`src/rtl/axis_data_receiver.sv`:
```
// AXI-Stream slave: buffers DMA MM2S beats in a small FIFO and forwards them downstream.
// Frames longer than AXIS_DATA_DEPTH beats are cut; tkeep gaps are flagged but forwarded.
module axis_data_receiver #(
  parameter int AXIS_DATA_WIDTH = 256,
  parameter int AXIS_DATA_KEEP  = 32,
  parameter int AXIS_DATA_DEPTH = 400,
  parameter int FIFO_DEPTH      = 4
) (
  input  logic                       clk,
  input  logic                       rst_n,
  input  logic [AXIS_DATA_WIDTH-1:0] AXIS_data_receiver_AXIS_tdata,
  input  logic [AXIS_DATA_KEEP-1:0]  AXIS_data_receiver_AXIS_tkeep,
  input  logic                       AXIS_data_receiver_AXIS_tlast,
  input  logic                       AXIS_data_receiver_AXIS_tvalid,
  output logic                       AXIS_data_receiver_AXIS_tready,
  output logic                       receive_vld,
  output logic [AXIS_DATA_WIDTH-1:0] receive_data,
  output logic                       receive_last,
  input  logic                       receive_rdy,
  output logic                       len_err,
  output logic                       keep_err,
  output logic [15:0]                frame_cnt
);

  localparam int PTR_W  = $clog2(FIFO_DEPTH);
  localparam int CNT_W  = PTR_W + 1;
  localparam int BEAT_W = $clog2(AXIS_DATA_DEPTH + 1);

  typedef enum logic {
    ST_IDLE = 1'b0,
    ST_RECV = 1'b1
  } state_t;

  state_t              state;
  state_t              state_next;
  logic [BEAT_W-1:0]   beat_cnt;
  logic [BEAT_W-1:0]   beat_cnt_next;
  logic                last_out;
  logic                len_trunc;
  logic                keep_bad;
  logic                frame_done;

  logic [AXIS_DATA_WIDTH-1:0] mem_data [FIFO_DEPTH];
  logic                       mem_last [FIFO_DEPTH];
  logic [PTR_W-1:0]           wr_ptr;
  logic [PTR_W-1:0]           rd_ptr;
  logic [CNT_W-1:0]           count;
  logic [CNT_W-1:0]           count_next;
  logic                       tready_r;
  logic                       push;
  logic                       pop;

  // Both interfaces use the same rule: a transfer happens on a clock edge where
  // valid and ready are both high; valid never waits for ready, and ready is registered.
  assign AXIS_data_receiver_AXIS_tready = tready_r;
  assign push         = AXIS_data_receiver_AXIS_tvalid && tready_r;
  assign receive_vld  = (count != '0);
  assign pop          = receive_vld && receive_rdy;
  assign receive_data = mem_data[rd_ptr];
  assign receive_last = mem_last[rd_ptr];

  always_comb begin
    count_next = count;
    if (push && !pop)
      count_next = count + CNT_W'(1);
    else if (!push && pop)
      count_next = count - CNT_W'(1);
  end

  always_ff @(posedge clk) begin
    if (!rst_n) begin
      wr_ptr   <= '0;
      rd_ptr   <= '0;
      count    <= '0;
      tready_r <= 1'b0;
      for (int i = 0; i < FIFO_DEPTH; i++) begin
        mem_data[i] <= '0;
        mem_last[i] <= 1'b0;
      end
    end else begin
      count    <= count_next;
      // Ready follows the next occupancy so a pop from full reopens the slot one cycle later.
      tready_r <= (count_next != CNT_W'(FIFO_DEPTH));
      if (push) begin
        mem_data[wr_ptr] <= AXIS_data_receiver_AXIS_tdata;
        mem_last[wr_ptr] <= last_out;
        wr_ptr           <= wr_ptr + PTR_W'(1);
      end
      if (pop)
        rd_ptr <= rd_ptr + PTR_W'(1);
    end
  end

  // Frame tracker: state register
  always_ff @(posedge clk) begin
    if (!rst_n) begin
      state    <= ST_IDLE;
      beat_cnt <= '0;
    end else begin
      state    <= state_next;
      beat_cnt <= beat_cnt_next;
    end
  end

  // Frame tracker: next state
  always_comb begin
    state_next    = state;
    beat_cnt_next = beat_cnt;
    case (state)
      ST_IDLE: begin
        if (push && !last_out) begin
          state_next    = ST_RECV;
          beat_cnt_next = BEAT_W'(1);
        end
      end
      ST_RECV: begin
        if (push) begin
          if (last_out) begin
            state_next    = ST_IDLE;
            beat_cnt_next = '0;
          end else begin
            beat_cnt_next = beat_cnt + BEAT_W'(1);
          end
        end
      end
      default: begin
        state_next    = ST_IDLE;
        beat_cnt_next = '0;
      end
    endcase
  end

  // Frame tracker: outputs
  always_comb begin
    last_out   = AXIS_data_receiver_AXIS_tlast ||
                 (beat_cnt == BEAT_W'(AXIS_DATA_DEPTH - 1));
    len_trunc  = push && last_out && !AXIS_data_receiver_AXIS_tlast;
    keep_bad   = push && (AXIS_data_receiver_AXIS_tkeep != '1);
    frame_done = push && last_out;
  end

  always_ff @(posedge clk) begin
    if (!rst_n) begin
      len_err   <= 1'b0;
      keep_err  <= 1'b0;
      frame_cnt <= '0;
    end else begin
      len_err  <= len_trunc;
      keep_err <= keep_bad;
      if (frame_done)
        frame_cnt <= frame_cnt + 16'd1;
    end
  end

endmodule

```
`config.mk`:
```
export PLATFORM = sky130hd
export DESIGN_NAME = axis_data_receiver
export DESIGN_NICKNAME = d
export VERILOG_FILES = /design/src/rtl/axis_data_receiver.sv
export SDC_FILE = /design/constraint.sdc
export NUM_CORES = 1
export LEC_CHECK = 0
export BUFFER_PORTS_ARGS = -buffer_cell sky130_fd_sc_hd__buf_4
export CORE_ASPECT_RATIO = 0.6
export CORE_UTILIZATION = 38
export DETAILED_ROUTE_END_ITERATION = 16
export PLACE_DENSITY = 0.6
export RECOVER_POWER = 50
export SYNTH_ARGS = -nofsm -noshare
export SYNTH_HDL_FRONTEND = slang
export SYNTH_SLANG_ARGS = --single-unit
```
`constraint.sdc`:
```
create_clock -name clk -period 26.1 [get_ports clk]
set_input_delay 5.22 -clock clk [delete_from_list [all_inputs] [get_ports clk]]
set_output_delay 5.22 -clock clk [all_outputs]
set_load 0.02 [all_outputs]
```
After elaboration in Yosys (flattened, before gate mapping):

Memory sizes are Yosys's and may differ from the RTL's. A register that Yosys moved wholly into a read port is not among the register bits.
Cells that the tools add are included.

* bits of input ports: 293
* output and inout bits: 277
* bits in writable memories: 1028
* logic and storage cells: 64
* bits in registers: 36
* memories kept: 2

Memory list
* mem_data: words 4, bits a word 256, read ports 1, clocked after Yosys merged registers in 1, wr ports 4, RTL line 43 `logic [AXIS_DATA_WIDTH-1:0] mem_data [FIFO_DEPTH];`
* mem_last: words 4, bits a word 1, read ports 1, clocked after Yosys merged registers in 1, wr ports 4, RTL line 44 `logic mem_last [FIFO_DEPTH];`

* eq/ne operators: 5
* $add $sub $neg: 6
* bitwise gates (word level): 1
* muxes and demuxes: 24
* reduce and logical (&&, ||, !) cells: 17

Operators by type and width (number)
* $mux W256: 1
* $reduce_or A256 Y1: 1
* $ne A32 B32 Y1 const B: 1
* $mux W9: 3
* $pmux W9 S2: 1
* $add A16 B1 Y16 const B: 1
* $mux W2: 6
* $mux W1: 10
* $add A9 B1 Y9 const B: 1
* $eq A9 B9 Y1 const B: 1
* $logic_and A1 B1 Y1: 8
* $mux W3: 2
* $add A2 B1 Y2 const B: 2
* $logic_not A1 Y1: 4
* $add A3 B1 Y3 const B: 1
* $ne A3 B3 Y1 const B: 1
* $reduce_bool A3 Y1: 1
* $sub A3 B1 Y3 const B: 1
* $ne A2 B1 Y1 const B: 1
* $ne A2 B2 Y1 const B: 1
* $pmux W1 S2: 1
* $reduce_and A2 Y1: 1
* $logic_or A1 B1 Y1: 1
* $not A1 Y1: 1
* $reduce_or A1 Y1: 1

Longest topological paths before layout:

* word-level depth: 6
* depth in mapped cells: 7
* gate-level depth less buffers: 7

Worst setup path before layout:

Ideal clock, no wire load.

* path type: input port to flip-flop
* from: input AXIS_data_receiver_AXIS_tvalid
* to: memory mem_data[1][0] (enable)
* buffers on the path: 1
* arrival time: 23450 ps
* stages: 3
* path slack: 1423 ps
* cell sequence: nand2_1 -> clkbuf_1 -> o21ai_0

RTL lines
* start, declared: RTL line 14 `input logic AXIS_data_receiver_AXIS_tvalid,`
* end, declared: RTL line 43

==> impl_metrics.py <==
metrics = {
    "die": {
        "die_x_um": 445,
        "die-area_um2": 119000,
        "initial_core_util_pct": 38.3,
        "dieHeight_um": 268,
        "core_region_area_um2": 117000,
        "core.rowCount": 97,
        "pin_count": 570,
    },
    "critical_path": {
        "startpoint": "AXIS_data_receiver_AXIS_tvalid",
        "cpMostUsedCell": "clkbuf_1",
        "critPathLaunchType": "primary input",
        "cp_slowest_cell": "clkbuf_1",
        "criticalPathCategory": "primary input to register",
        "cp_data_arrival_time_ns": 14.93,
        "critPathMaxStageDelay_ns": 6.03,
        "cp_max_fo": 128,
        "required_ns": 26.33,
        "path_cells": "clkbuf_4 -> nand2_1 -> clkbuf_1 -> o21ai_0 -> clkbuf_1 -> clkbuf_1",
        "worst_setup_path_end_kind": "register",
        "r2r_start": "wr_ptr[0]",
    },
    "clock_network": {
        "post_cts_buffers": 0,
        "clk-insertion-delay-late_ns": 0.70,
        "clk_pin_slew_ns": 0.06,
        "cts.sinks": 1066,
        "ctsRootBufferMaster": "clkbuf_16",
        "h-tree-depth": 3,
        "clockBufferDepth": 3,
        "ctsResizeCount": 0,
        "cts_buffers": 103,
        "hold_buffers": 0,
        "cts_tree": "built",
    },
    "yosys": {
        "yosysTopAreaCellShare_pct": 68.9,
        "avgSynthCellArea_um2": 15.1,
        "yosysSeqAreaShare_pct": 70.7,
        "synthTopCellsByArea": "edfxtp_1, mux4_2, nor2_1, and2_1, nand2_1",
        "ys_ff_latch": 1066,
        "synth_flop_cell": "edfxtp_1",
        "syn-num-nets": 3259,
        "synthCells": 2961,
        "async_flop_share_pct": 0,
        "synth_top_area_cell": "edfxtp_1",
        "ys_types": 38,
        "syn_area_um2": 44700,
        "ys_warn_count": 0,
        "synth_edf_count": 1025,
    },
    "power_and_ir_drop": {
        "power.density_nw_per_um2": 89.4,
        "p_leak_nw": 20.9,
        "vdd_drop_max_mv": 0.0541,
    },
    "sta": {
        "setup-violations-final": 0,
        "max_freq_mhz": 68.0,
        "fin_skew_ns": 0.0131,
        "maxSlewHeadroom_pct": -480,
        "hold_viol": 0,
        "final.period_utilization_pct": 56.3,
        "worst_slew_pin_slew_ns": 8.69,
        "fin_crit_ns": 14.70,
        "maxSlewViolCount": 1096,
        "rsz0062_at_grt": "false",
        "fin_setup_tns_ns": 0,
    },
    "placed_design": {
        "dp_hpwl_um": 65400,
        "dpl_cell_area_um2": 50700,
        "io_buffer_count": 569,
        "gp_congestion": 0.761,
        "dp_cells": 4973,
    },
    "grt": {
        "gr-usage-all-layers_pct": 18.4,
        "grt_pass1_vias": 25500,
        "antenna_found_initial": 16,
        "grt_max_degree": 159,
        "gr-total-overflow": 0,
        "grt_pass1_wl_um": 165000,
    },
    "detailed_routing": {
        "drt-pass1-iter-count": 7,
        "via_per_inst": 4.90,
        "routed_wl_um": 112000,
        "vias": 25300,
        "drc_errors": 0,
        "wl_per_cell_um": 21.6,
        "drt_iter0_drc": 1735,
        "drtAntennaViolNets": 0,
    },
    "finish": {
        "final_cells": 5167,
        "drive_above_1_share_pct": 27.7,
        "syn2layout_area_growth_pct": 20.5,
        "layout_commonest_cell": "edfxtp_1",
        "fin_nets": 3792,
        "final_cell_mix": "edfxtp_1, buf_4, nor2_1, nand2_1, inv_1",
        "final_util_pct": 46.2,
        "final_cell_area_um2": 53900,
    },
    "min_path": {
        "min_path_type": "register to register",
        "hp-start": "mem_last[1]",
    },
    "run_status": {
        "status": "finished with violations",
        "violations": "capacitance limit, slew limit",
    },
    "job": {
        "cap_violations": 17,
    },
}
## power by group
| part | internal (W) | total (W) | switching (W) |
|---|---|---|---|
| sequential | 0.00204 | 0.00208 | 0.0000486 |
| clock | 0.000869 | 0.00154 | 0.000667 |
| combinational | 0.000505 | 0.00119 | 0.000689 |
| total | 0.00341 | 0.00482 | 0.00140 |
## state kept, by name (all words and copies together) (netlist names), named ones only
| name | count |
|---|---|
| AXIS_data_receiver_AXIS_tready | 1 |
| beat_cnt | 9 |
| count | 3 |
| frame_cnt | 16 |
| keep_err | 1 |
| len_err | 1 |
| mem_data | 1024 |
| mem_last | 4 |
| rd_ptr | 2 |
| wr_ptr | 2 |
## worst paths after layout
check,to,slack (ns),depth (start not counted)
max,mem_data[1][118],11.40,6
min,mem_last[1],0.48,2
max reg2reg,mem_data[1][118],15.59,4
min reg2reg,mem_last[1],0.48,2
## synth_stat cells (all sizes together), types with 3 or more instances
master	count
edfxtp	1025
nor2	542
nand2	273
inv	259
and2	258
mux4	257
clkbuf	112
buf	71
dfxtp	41
xnor2	18
nand3	14
nand4	11
o21ai	11
a21oi	9
nor3	7
nor4	6
a31oi	5
ha	5
a32oi	4
and4	4
nor4b	4
or3	4
mux2	3
mux2i	3
nand2b	3
nor3b	3
xor2	3
## layer usage
metal | global-route usage (%) | share of wire (%)
met1 | 25.7 | 44
met2 | 28.7 | 47
met3 | 4.97 | 7.1
met4 | 4.31 | 2.0
met5 | 0 | 0.14
## area by class of cell
class	count	area [µm²]
fill	10300	62800
antenna	3	7.51
sequential	1066	31600
tap	1584	1980
inverter	259	972
timing repair buffer	611	4470
clock buffer	125	2690
multi-input combinational	1453	11400
clock inverter	66	759
## cell families after synthesis
| group | Yosys count | share of synthesized area (%) |
|---|---|---|
| fa+ha+maj | 6 | 0.162 |
| buf+inv | 442 | 3.86 |
| simple gates | 1131 | 11.4 |
| xor+xnor | 21 | 0.411 |
| compound gates | 32 | 0.428 |
| mux | 263 | 13.1 |
| flops | 1066 | 70.7 |
## through the flow
stage | power [W] | setup slack (ns) | hold WS (ns)
after floorplan | 0.00289 | 1.42 | 0.448
after global placement | 0.00333 | 16.85 | 0.460
after global routing | 0.00501 | 10.65 | 0.510
after detailed placement | 0.00333 | 16.80 | 0.473
final | 0.00482 | 11.40 | 0.484
after CTS | 0.00487 | 16.02 | 0.482
## worst max-delay path, delay by kind of cell
kind	cells	cell delay, ns
buffers and inverters	4	9.07
AO/OA/AOI/OAI	1	0.39
AND/OR/NAND/NOR	1	0.04
Note: power is estimated with default switching activity, not from simulation.
